--- config.mk ---
export PLATFORM = sky130hd
export DESIGN_NAME = ppu_resp_ctrl
export DESIGN_NICKNAME = d
export VERILOG_FILES = /design/src/rtl/ppu_resp_ctrl.sv
export SDC_FILE = /design/constraint.sdc
export NUM_CORES = 1
export LEC_CHECK = 0
export CAP_MARGIN = 15
export CORE_MARGIN = 3
export CORE_UTILIZATION = 35
export DETAILED_ROUTE_END_ITERATION = 6
export PLACE_DENSITY = 0.73
export SYNTH_ARGS = -nofsm -noshare
export SYNTH_HDL_FRONTEND = slang
export SYNTH_SLANG_ARGS = --single-unit
export TNS_END_PERCENT = 20
--- constraint.sdc ---
create_clock -name clk -period 2.7 [get_ports clk]
set_input_delay 0.27 -clock clk [delete_from_list [all_inputs] [get_ports clk]]
set_output_delay 0.27 -clock clk [all_outputs]
set_load 0.03 [all_outputs]
--- src/rtl/ppu_resp_ctrl.sv ---
// Request/response controller between the EX stage and a multi-cycle posit datapath.
// Handles NaR and divide-by-zero shortcuts and a bounded wait for the datapath result.
module ppu_resp_ctrl #(
  parameter int unsigned              PPU_OP_WIDTH = 3,
  parameter logic [PPU_OP_WIDTH-1:0]  OP_DIV       = PPU_OP_WIDTH'(3),
  parameter int unsigned              TIMEOUT      = 64
) (
  input  logic                    clk,
  input  logic                    rst,
  input  logic                    ppu_valid_in,
  input  logic [31:0]             ppu_in1,
  input  logic [31:0]             ppu_in2,
  input  logic [PPU_OP_WIDTH-1:0] ppu_op,
  output logic [31:0]             ppu_out,
  output logic                    ppu_valid_o,
  output logic                    core_start_o,
  output logic [31:0]             core_in1_o,
  output logic [31:0]             core_in2_o,
  output logic [PPU_OP_WIDTH-1:0] core_op_o,
  input  logic [31:0]             core_out_i,
  input  logic                    core_done_i,
  output logic                    ppu_err_o
);

  localparam logic [1:0] StIdle = 2'd0;
  localparam logic [1:0] StBusy = 2'd1;
  localparam logic [1:0] StResp = 2'd2;

  localparam logic [31:0] NaR       = 32'h8000_0000;
  localparam logic [7:0]  CntLimit  = 8'(TIMEOUT - 1);

  logic [1:0]              state_q, state_d;
  logic [7:0]              cnt_q, cnt_d;
  logic [31:0]             out_q, out_d;
  logic [31:0]             in1_q, in1_d;
  logic [31:0]             in2_q, in2_d;
  logic [PPU_OP_WIDTH-1:0] op_q, op_d;
  logic                    start_q, start_d;
  logic                    err_q, err_d;
  logic                    shortcut;

  assign shortcut = (ppu_in1 == NaR) || (ppu_in2 == NaR) ||
                    ((ppu_op == OP_DIV) && (ppu_in2 == 32'h0));

  always_comb begin
    state_d = state_q;
    cnt_d   = cnt_q;
    out_d   = out_q;
    in1_d   = in1_q;
    in2_d   = in2_q;
    op_d    = op_q;
    start_d = 1'b0;
    err_d   = err_q;
    case (state_q)
      StIdle: begin
        if (ppu_valid_in) begin
          in1_d = ppu_in1;
          in2_d = ppu_in2;
          op_d  = ppu_op;
          if (shortcut) begin
            out_d   = NaR;
            state_d = StResp;
          end else begin
            cnt_d   = 8'd0;
            start_d = 1'b1;
            state_d = StBusy;
          end
        end
      end
      StBusy: begin
        // Completion takes priority over an expiring timeout.
        if (core_done_i) begin
          out_d   = core_out_i;
          state_d = StResp;
        end else if (cnt_q == CntLimit) begin
          out_d   = NaR;
          err_d   = 1'b1;
          state_d = StResp;
        end else begin
          cnt_d = cnt_q + 8'd1;
        end
      end
      StResp:  state_d = StIdle;
      default: state_d = StIdle;
    endcase
  end

  always_ff @(posedge clk) begin
    if (rst) begin
      state_q <= StIdle;
      cnt_q   <= 8'd0;
      out_q   <= 32'h0;
      in1_q   <= 32'h0;
      in2_q   <= 32'h0;
      op_q    <= '0;
      start_q <= 1'b0;
      err_q   <= 1'b0;
    end else begin
      state_q <= state_d;
      cnt_q   <= cnt_d;
      out_q   <= out_d;
      in1_q   <= in1_d;
      in2_q   <= in2_d;
      op_q    <= op_d;
      start_q <= start_d;
      err_q   <= err_d;
    end
  end

  assign ppu_out      = out_q;
  assign ppu_valid_o  = (state_q == StResp);
  assign core_start_o = start_q;
  assign core_in1_o   = in1_q;
  assign core_in2_o   = in2_q;
  assign core_op_o    = op_q;
  assign ppu_err_o    = err_q;

endmodule

# --- After elaboration in Yosys (flattened, before gate mapping) ---
# Cells that the tools add are included.
totals:
  regBits: 111
  in_bits: 103
classes:
  bitwise_logic: 3
  mux: 16
  reduce_logical: 12
  n_addsub: 1
  eq_ne: 12
ops:
  columns: ["operator", "n"]
  rows:
  - ["32-bit two-way mux", 4]
  - ["32-bit == test (second input constant)", 2]
  - ["32-bit one-hot mux with 2 select lines", 1]
  - ["32-bit zero test", 1]
  - ["8-bit two-way mux", 4]
  - ["8-bit one-hot mux with 2 select lines", 1]
  - ["2-bit inequality test (second input constant)", 5]
  - ["8-bit by 1-bit adder with 8-bit output (second input constant)", 1]
  - ["8-bit by 6-bit == test with 1-bit output (second input constant)", 1]
  - ["2-bit two-way mux", 4]
  - ["5-bit AND reduction", 1]
  - ["2-bit one-hot mux with 2 select lines", 1]
  - ["2-bit AND reduction", 2]
  - ["4-bit AND reduction", 1]
  - ["3-bit by 2-bit == test with 1-bit output (second input constant)", 1]
  - ["3-bit inequality test (second input constant)", 1]
  - ["1-bit inverter", 3]
  - ["3-bit AND reduction", 1]
  - ["3-bit OR reduction", 1]
  - ["2-bit by 1-bit == test with 1-bit output (second input constant)", 1]
  - ["2-bit == test (second input constant)", 1]
  - ["2-bit zero test", 1]
  - ["1-bit logical OR", 2]
  - ["2-bit nonzero test", 1]
  - ["other kinds (2)", 2]

# --- Depth between registers and ports, before layout ---
# Gate-level depths: netlist (run 1).
depth:
  ltp_word: 6
  mapped_depth: 8
  ltp_nobuf: 7

# --- Least setup slack after synthesis (run 1) ---
# Ideal clock, no wire load.
synth_path:
  path_kind: "register to register"
  from: "reg cnt_q[0]"
  to: "reg out_q[23] (netlist: ppu_out[23])"
  path_stages_with_launch: 9
  path_buffers: 1
  path_slack_ps: 588
  required_time_ps: 2568
  arrival_ps: 1979
  path_cell_list: "dfxtp_1 ha_1 nand3_1 or2_4 or3_4 a311o_2 buf_6 o21ai_2 a21oi_1"
synth_via:
  elab_chain_len: 3
synth_rtl:
  columns: ["element", "line_no", "text"]
  rows:
  - ["start, declared", "33", "logic [7:0] cnt_q, cnt_d;"]
  - ["start signal, assigned", "100", "cnt_q <= cnt_d;"]
  - ["8-bit by 6-bit == test with 1-bit output", "75", "end else if (cnt_q == CntLimit) begin"]
  - ["3-bit inequality test (no line)", null, null]
  - ["4-bit AND reduction (no line)", null, null]
  - ["end signal, assigned", "101", "out_q <= out_d;"]
  - ["end, declared", "34", "logic [31:0] out_q, out_d;"]
# No other way between the ends.
# A chain may end at the register's enable or synchronous reset.

# --- Final worst setup path (run 1) ---
layout_path:
  from: "reg cnt_q[0]"
  to: "reg out_q[0] (netlist: ppu_out[0])"
# Same word-level chain as after synthesis.

==> results of run 1 <==
[flip-flops by register name (all words and copies together), names as in the netlist]
name,flops
ppu_err_o,1
core_op_o,3
state_q,2
core_start_o,1
ppu_out,32
cnt_q,8
core_in1_o,32
core_in2_o,32
[power groups by stage]
stage	Combinational, mW	Sequential, mW	Clock [mW]
after CTS	0.797	1.77	1.42
after global placement	0.783	1.80	0
after global routing	0.848	1.78	1.49
final	0.793	1.77	1.38
after detailed placement	0.794	1.81	0
after floorplan	0.242	1.97	0
[cells by family after synthesis]
family / count (synthesis)
flip-flops: 111
adder cells (fa/ha/maj): 1
buffers and inverters: 40
AND/OR/NAND/NOR: 227
AO/OA/AOI/OAI: 153
[worst paths after layout]
check                               from                     endpoint  slack, ns  depth (start not counted)
max reg2reg        cnt_q[0]$_SDFFE_PP0P_      ppu_out[0]$_SDFFE_PP0P_       0.17                          7
min                                  rst     ppu_out[12]$_SDFFE_PP0P_       0.45                          2
max                cnt_q[0]$_SDFFE_PP0P_      ppu_out[0]$_SDFFE_PP0P_       0.17                          7
min reg2reg  core_in2_o[14]$_SDFFE_PP0P_  core_in2_o[14]$_SDFFE_PP0P_       0.45                          2
[metal layers]
metal | GRT usage [%] | share of wire [%] | up-vias
met4 | 7.270 | 2.5 | 0
met5 | 0 | 0 | -
met1 | 21.65 | 41 | 2016
li1 | - | - | 2182
met3 | 5.648 | 7.8 | 21
met2 | 31.80 | 49 | 166
[cell usage after synthesis, types with 5 or more instances]
master	count
a311oi_1	5
a21oi_1	103
o21ai_2	10
nor2b_1	5
o21ai_0	8
nand2_1	172
nor2_1	10
clkbuf_1	31
dfxtp_1	111
o21ai_1	18
nor3_1	7
nor4_1	15
[area by class of cell]
cell class                      count  area, um2  area share [%]
Clock buffer                       11      252.7           3.787
Clock inverter                      5      62.56          0.9374
Inverter                            4      15.01          0.2250
Multi-Input combinational cell    381       1846           27.65
Sequential cell                   111       2222           33.30
Tap cell                          143      178.9           2.681
Timing Repair Buffer              210       2097           31.42
[cell usage in the layout, fill, tap and decap left out, drive strengths merged, types with 2 or more instances in the layout]
cell type	n
nor4b	2
nand2	172
nand4	4
a21oi	103
nor4	15
nor2b	5
inv	6
nand3	4
nor3	7
clkinvlp	2
nor2	11
dfxtp	111
clkdlybuf4s50	203
buf	7
a211oi	2
o21ai	36
a311oi	5
nand2b	2
a41oi	2
clkbuf	11
[stage by stage]
step | std cells | area (um2) | worst slack (ns)
4_1_cts | 865 | 6674 | 0.1698
5_1_grt | 865 | 6674 | 0.005070
2_1_floorplan | 532 | 4245 | 0.5884
3_3_place_gp | 849 | 6359 | 0.1715
3_5_place_dp | 849 | 6359 | 0.1859
6_report | 865 | 6674 | 0.1653
==> metrics.txt, run 1 <==
status finished clean; Tot Pwr 3.939 mW; CP cell instances ha_1 -> nand3_1 -> or2_4 -> or3_4 -> a311o_2 -> o21ai_0 -> a21oi_1; crit path max fanout 33; syn_area_per_cell 7.980 um2; main combinational cell family by area after synthesis simple AND/OR/NAND/NOR gates; Area growth syn-to-layout 57.21%; gpl congestion 0.8124; # port buffers 204; Synth area leader dfxtp_1; Yosys reg bits 111; Pint 2.849 mW; final core occ 57.47%; CTS Hold Bufs 0; DR vias/cell 5.069; crit path DAT 2.74 ns; Yosys cell types 34; ranking of synthesized cells by area dfxtp_1 52%, nand2_1 15%, a21oi_1 12%; share of cells above drive strength 1 5.679%; Slew HR 48.67%; crit path kind reg -> reg; die area 13490 um2; CTS sink count 111; Starting Density 36.55%; vias in the first global route 4151; DRT iter0 DRCs 284; static leakage 2.332 nW; die width 116.1 um; Logic pwr share 20.1%; global-route wire length before repair 19940 um; Final Cycle Share 93.88%; Die Span Y 116.1 um; Post-Syn Area 4245 um2; Worst Skew 0.004478 ns; Hold Vio Cnt, Final 0; Compound-Gate Fraction of Synth Area 20.04%; gr usage total 18.51%; DPL Wire Length 9574 um; Core ar. 11610 um2; CP max stage delay 0.68 ns; row count 39; Clk Latency, worst-skew pair 0.34 ns; Tmin final 2.535 ns; Filler cells 1047; Worst-Margin Slew 0.7700 ns; sw power 1.090 mW; Buf+Inv Stages, Crit Path 0; # nets final 821; Clk pin slew, worst setup/hold paths 0.07 ns; Bufs on Longest Clock Path 2; mux contribution to synthesized area 0%; Sum Neg Setup Slack 0 ns; Slowest cell on crit path a311o_2; IO Pins 205; prevailing post-synth register cell dfxtp_1; Min Hold Slack 0.4508 ns; Final ANT Viol Nets 0; Setup crit start kind flip-flop; # diodes 0; Post-Synth Simple-Gate Area 22.87%; async set-or-reset flop fraction in the synthesized netlist 0%; Sw Ratio 27.67%; register area share after synthesis 52.34%; unrepaired setup endpoints after global routing no; adder-cell share of the synthesized area 0.2947%; Pwr Density 590.3 nW/um2; routed length per instance 15.13 um; Post-Synthesis Cells 532; Hold Crit Class in -> reg; synth warn 0; post-CTS setup buffers 0; H-tree levels 3; XOR/XNOR share of the synthesized area 0%; GRT overflow 0; Setup-failing EPs final 0; initial antenna violation count 0; max-slew violations 0; Synth top area share 52.34%; Residual DRC 0; f_max 394.5 MHz; CTS buffer count 9; required time of the critical path 2.90 ns; family with the most delay on the worst path compound AO/OA/AOI/OAI gates; Synthesized Nets 636; vias post-DR 4385; largest net degree at the start of global routing 68; CTS tree done; worst vdd ir 0.0004264 V; Post-synth EDFFs 0; Max-Cap Viols 0; Flop pwr share 44.9%; final WL 13090 um; Setup crit end kind flip-flop; CTS root buf clkbuf_16; post-cts sizing count 0; Clk pwr share 34.9%; drt first pass iters 4
(Power assumes the default switching activity.)
==> run 2: changes to the inputs <==
Settings changed: PLACE_DENSITY 0.73 to 0.75.
Clock period 2.7 ns to 2.2 ns, I/O delays scaled along.
==> run 2 against run 1 <==
Fmax is 17% higher. Final area increased by 2.6%. Combinational power rose by 30%. Hold slack got worse by 0.071 ns. Cell count rose by 1.5%. Clock-buffer cell count stayed put. Total power rose by 22%. Setup slack worse by 0.14 ns. Sequential cell count stayed put. Sequential power rose by 23%. Non-clock buffer count increased by 13. Critical endpoint unchanged. Largest cell class is now buffers.
==> metrics.txt, run 2 (synthesized netlist as in run 1, its figures left out) <==
routed length per instance 14.82 um; vias in the first global route 4107; Clk pin slew, worst setup/hold paths 0.08 ns; f_max 460.7 MHz; Setup-failing EPs final 0; CP cell instances ha_1 -> nand3_1 -> or2_4 -> or3_4 -> a311o_2 -> buf_12 -> o21ai_0 -> a21oi_1; GRT overflow 0; die area 13490 um2; Final ANT Viol Nets 0; final cell count without fillers 878; routing usage on met2 30.49%; met1 GRT Util 21.39%; CTS sink count 111; Core ar. 11610 um2; post-route setup slack 0.02957 ns; Tmin final 2.170 ns; gr usage total 17.74%; DRT iter0 DRCs 326; Filler cells 1020; IO Pins 205; final WL 13010 um; Bufs on Longest Clock Path 2; Sum Neg Setup Slack 0 ns; largest net degree at the start of global routing 68; crit path max fanout 17; status finished clean; Multi-input gate area 1846 um2; crit path DAT 2.38 ns; register area 2223 um2; global-route wire length before repair 19540 um; die width 116.1 um; Hold Vio Cnt, Final 0; gpl congestion 0.8257; DPL Wire Length 9454 um; initial antenna violation count 0; Setup crit start kind flip-flop; Slew HR 58.64%; Logic pwr share 21.4%; sw power 1.384 mW; worst vdd ir 0.0005357 V; Flop pwr share 45.3%; CTS root buf clkbuf_16; crit path kind reg -> reg; CTS buffer count 9; Buf+Inv Stages, Crit Path 1; placed inst area 6516 um2; placed cell count 860; Clk Latency, worst-skew pair 0.34 ns; share of cells above drive strength 1 7.347%; Starting Density 36.55%; family with the most delay on the worst path simple AND/OR/NAND/NOR gates; unrepaired setup endpoints after global routing yes; H-tree levels 3; required time of the critical path 2.41 ns; Final Cycle Share 98.66%; Setup crit end kind flip-flop; Max-Cap Viols 0; row count 39; # nets final 834; Global Route met3 Usage 5.389%; most common cell after layout, fill and taps aside clkdlybuf4s50_1; vias post-DR 4469; Clk pwr share 33.3%; CTS tree done; grt peak-use layer met2; max-slew violations 0; Area growth syn-to-layout 61.30%; Sw Ratio 28.86%; Worst Skew 0.01114 ns; post-route design area 6848 um2; Residual DRC 0; Hold Crit Class in -> reg; DR vias/cell 5.090; Slowest cell on crit path a311o_2; # port buffers 204; # diodes 0; Tot Pwr 4.797 mW; Pwr Density 700.5 nW/um2; Die Span Y 116.1 um; CP max stage delay 0.44 ns; most frequent cells in the layout 203 x clkdlybuf4s50_1, 171 x nand2_1, 110 x dfxtp_1; Post-Place Worst Slack -0.01929 ns; post-CTS setup buffers 0; drt first pass iters 4; static leakage 2.430 nW; Worst-Margin Slew 0.6204 ns; Pint 3.413 mW
-- run 2: timing repair --
action | 4_1_cts | 5_1_grt
hold buffers | 0 | 0
endpoints found under the setup margin | 0 | 29
resized for setup | 0 | 2
-- run 2: area by class of cell --
cell class                 instances  area share (%)
clock buffer                      11           3.545
inverter                           4          0.2193
tap                              143           2.613
sequential                       111           32.47
multi-input combinational        381           26.95
clock inverter                     5          0.7491
timing repair buffer             223           33.46
-- run 2: worst paths after layout --
path / startpoint / end / slack, ns / cells after the start
max: cnt_q[1]$_SDFFE_PP0P_ / ppu_out[0]$_SDFFE_PP0P_ / 0.03 / 8
min: rst / ppu_out[0]$_SDFFE_PP0P_ / 0.38 / 2
max reg2reg: cnt_q[1]$_SDFFE_PP0P_ / ppu_out[0]$_SDFFE_PP0P_ / 0.03 / 8
min reg2reg: core_in2_o[10]$_SDFFE_PP0P_ / core_in2_o[10]$_SDFFE_PP0P_ / 0.45 / 2
-- run 2: worst register-to-register path, stage by stage, from the launching register on --
cell and delay [ns]:
dfxtp_1 0.34, ha_1 0.17, nand3_1 0.08, or2_4 0.25, or3_4 0.35, a311o_2 0.44, buf_12 0.18, o21ai_0 0.14
a21oi_1 0.08
-- run 2: routing by layer --
metal	share of wire (%)	up-vias	routed length (um)
met5	0	-	0
met4	1.7	0	220
met3	8.5	21	1100
met2	49	189	6343
met1	41	2043	5344
li1	-	2216	-
-- run 2: power by group through the flow --
stage | logic (mW) | clock network, mW | registers (mW)
final | 1.03 | 1.60 | 2.17
after global routing | 1.10 | 1.72 | 2.19
after CTS | 1.01 | 1.64 | 2.17
after detailed placement | 1.01 | 0 | 2.22
after global placement | 0.995 | 0 | 2.21
after floorplan | 0.297 | 0 | 2.42
-- run 2: through the flow --
stage,hold WS (ns),utilization (%)
3_5_place_dp,0.4470,56.11
5_1_grt,0.3976,58.96
3_3_place_gp,0.4408,56.11
4_1_cts,0.3820,58.64
6_report,0.3798,58.96
2_1_floorplan,0.3560,-
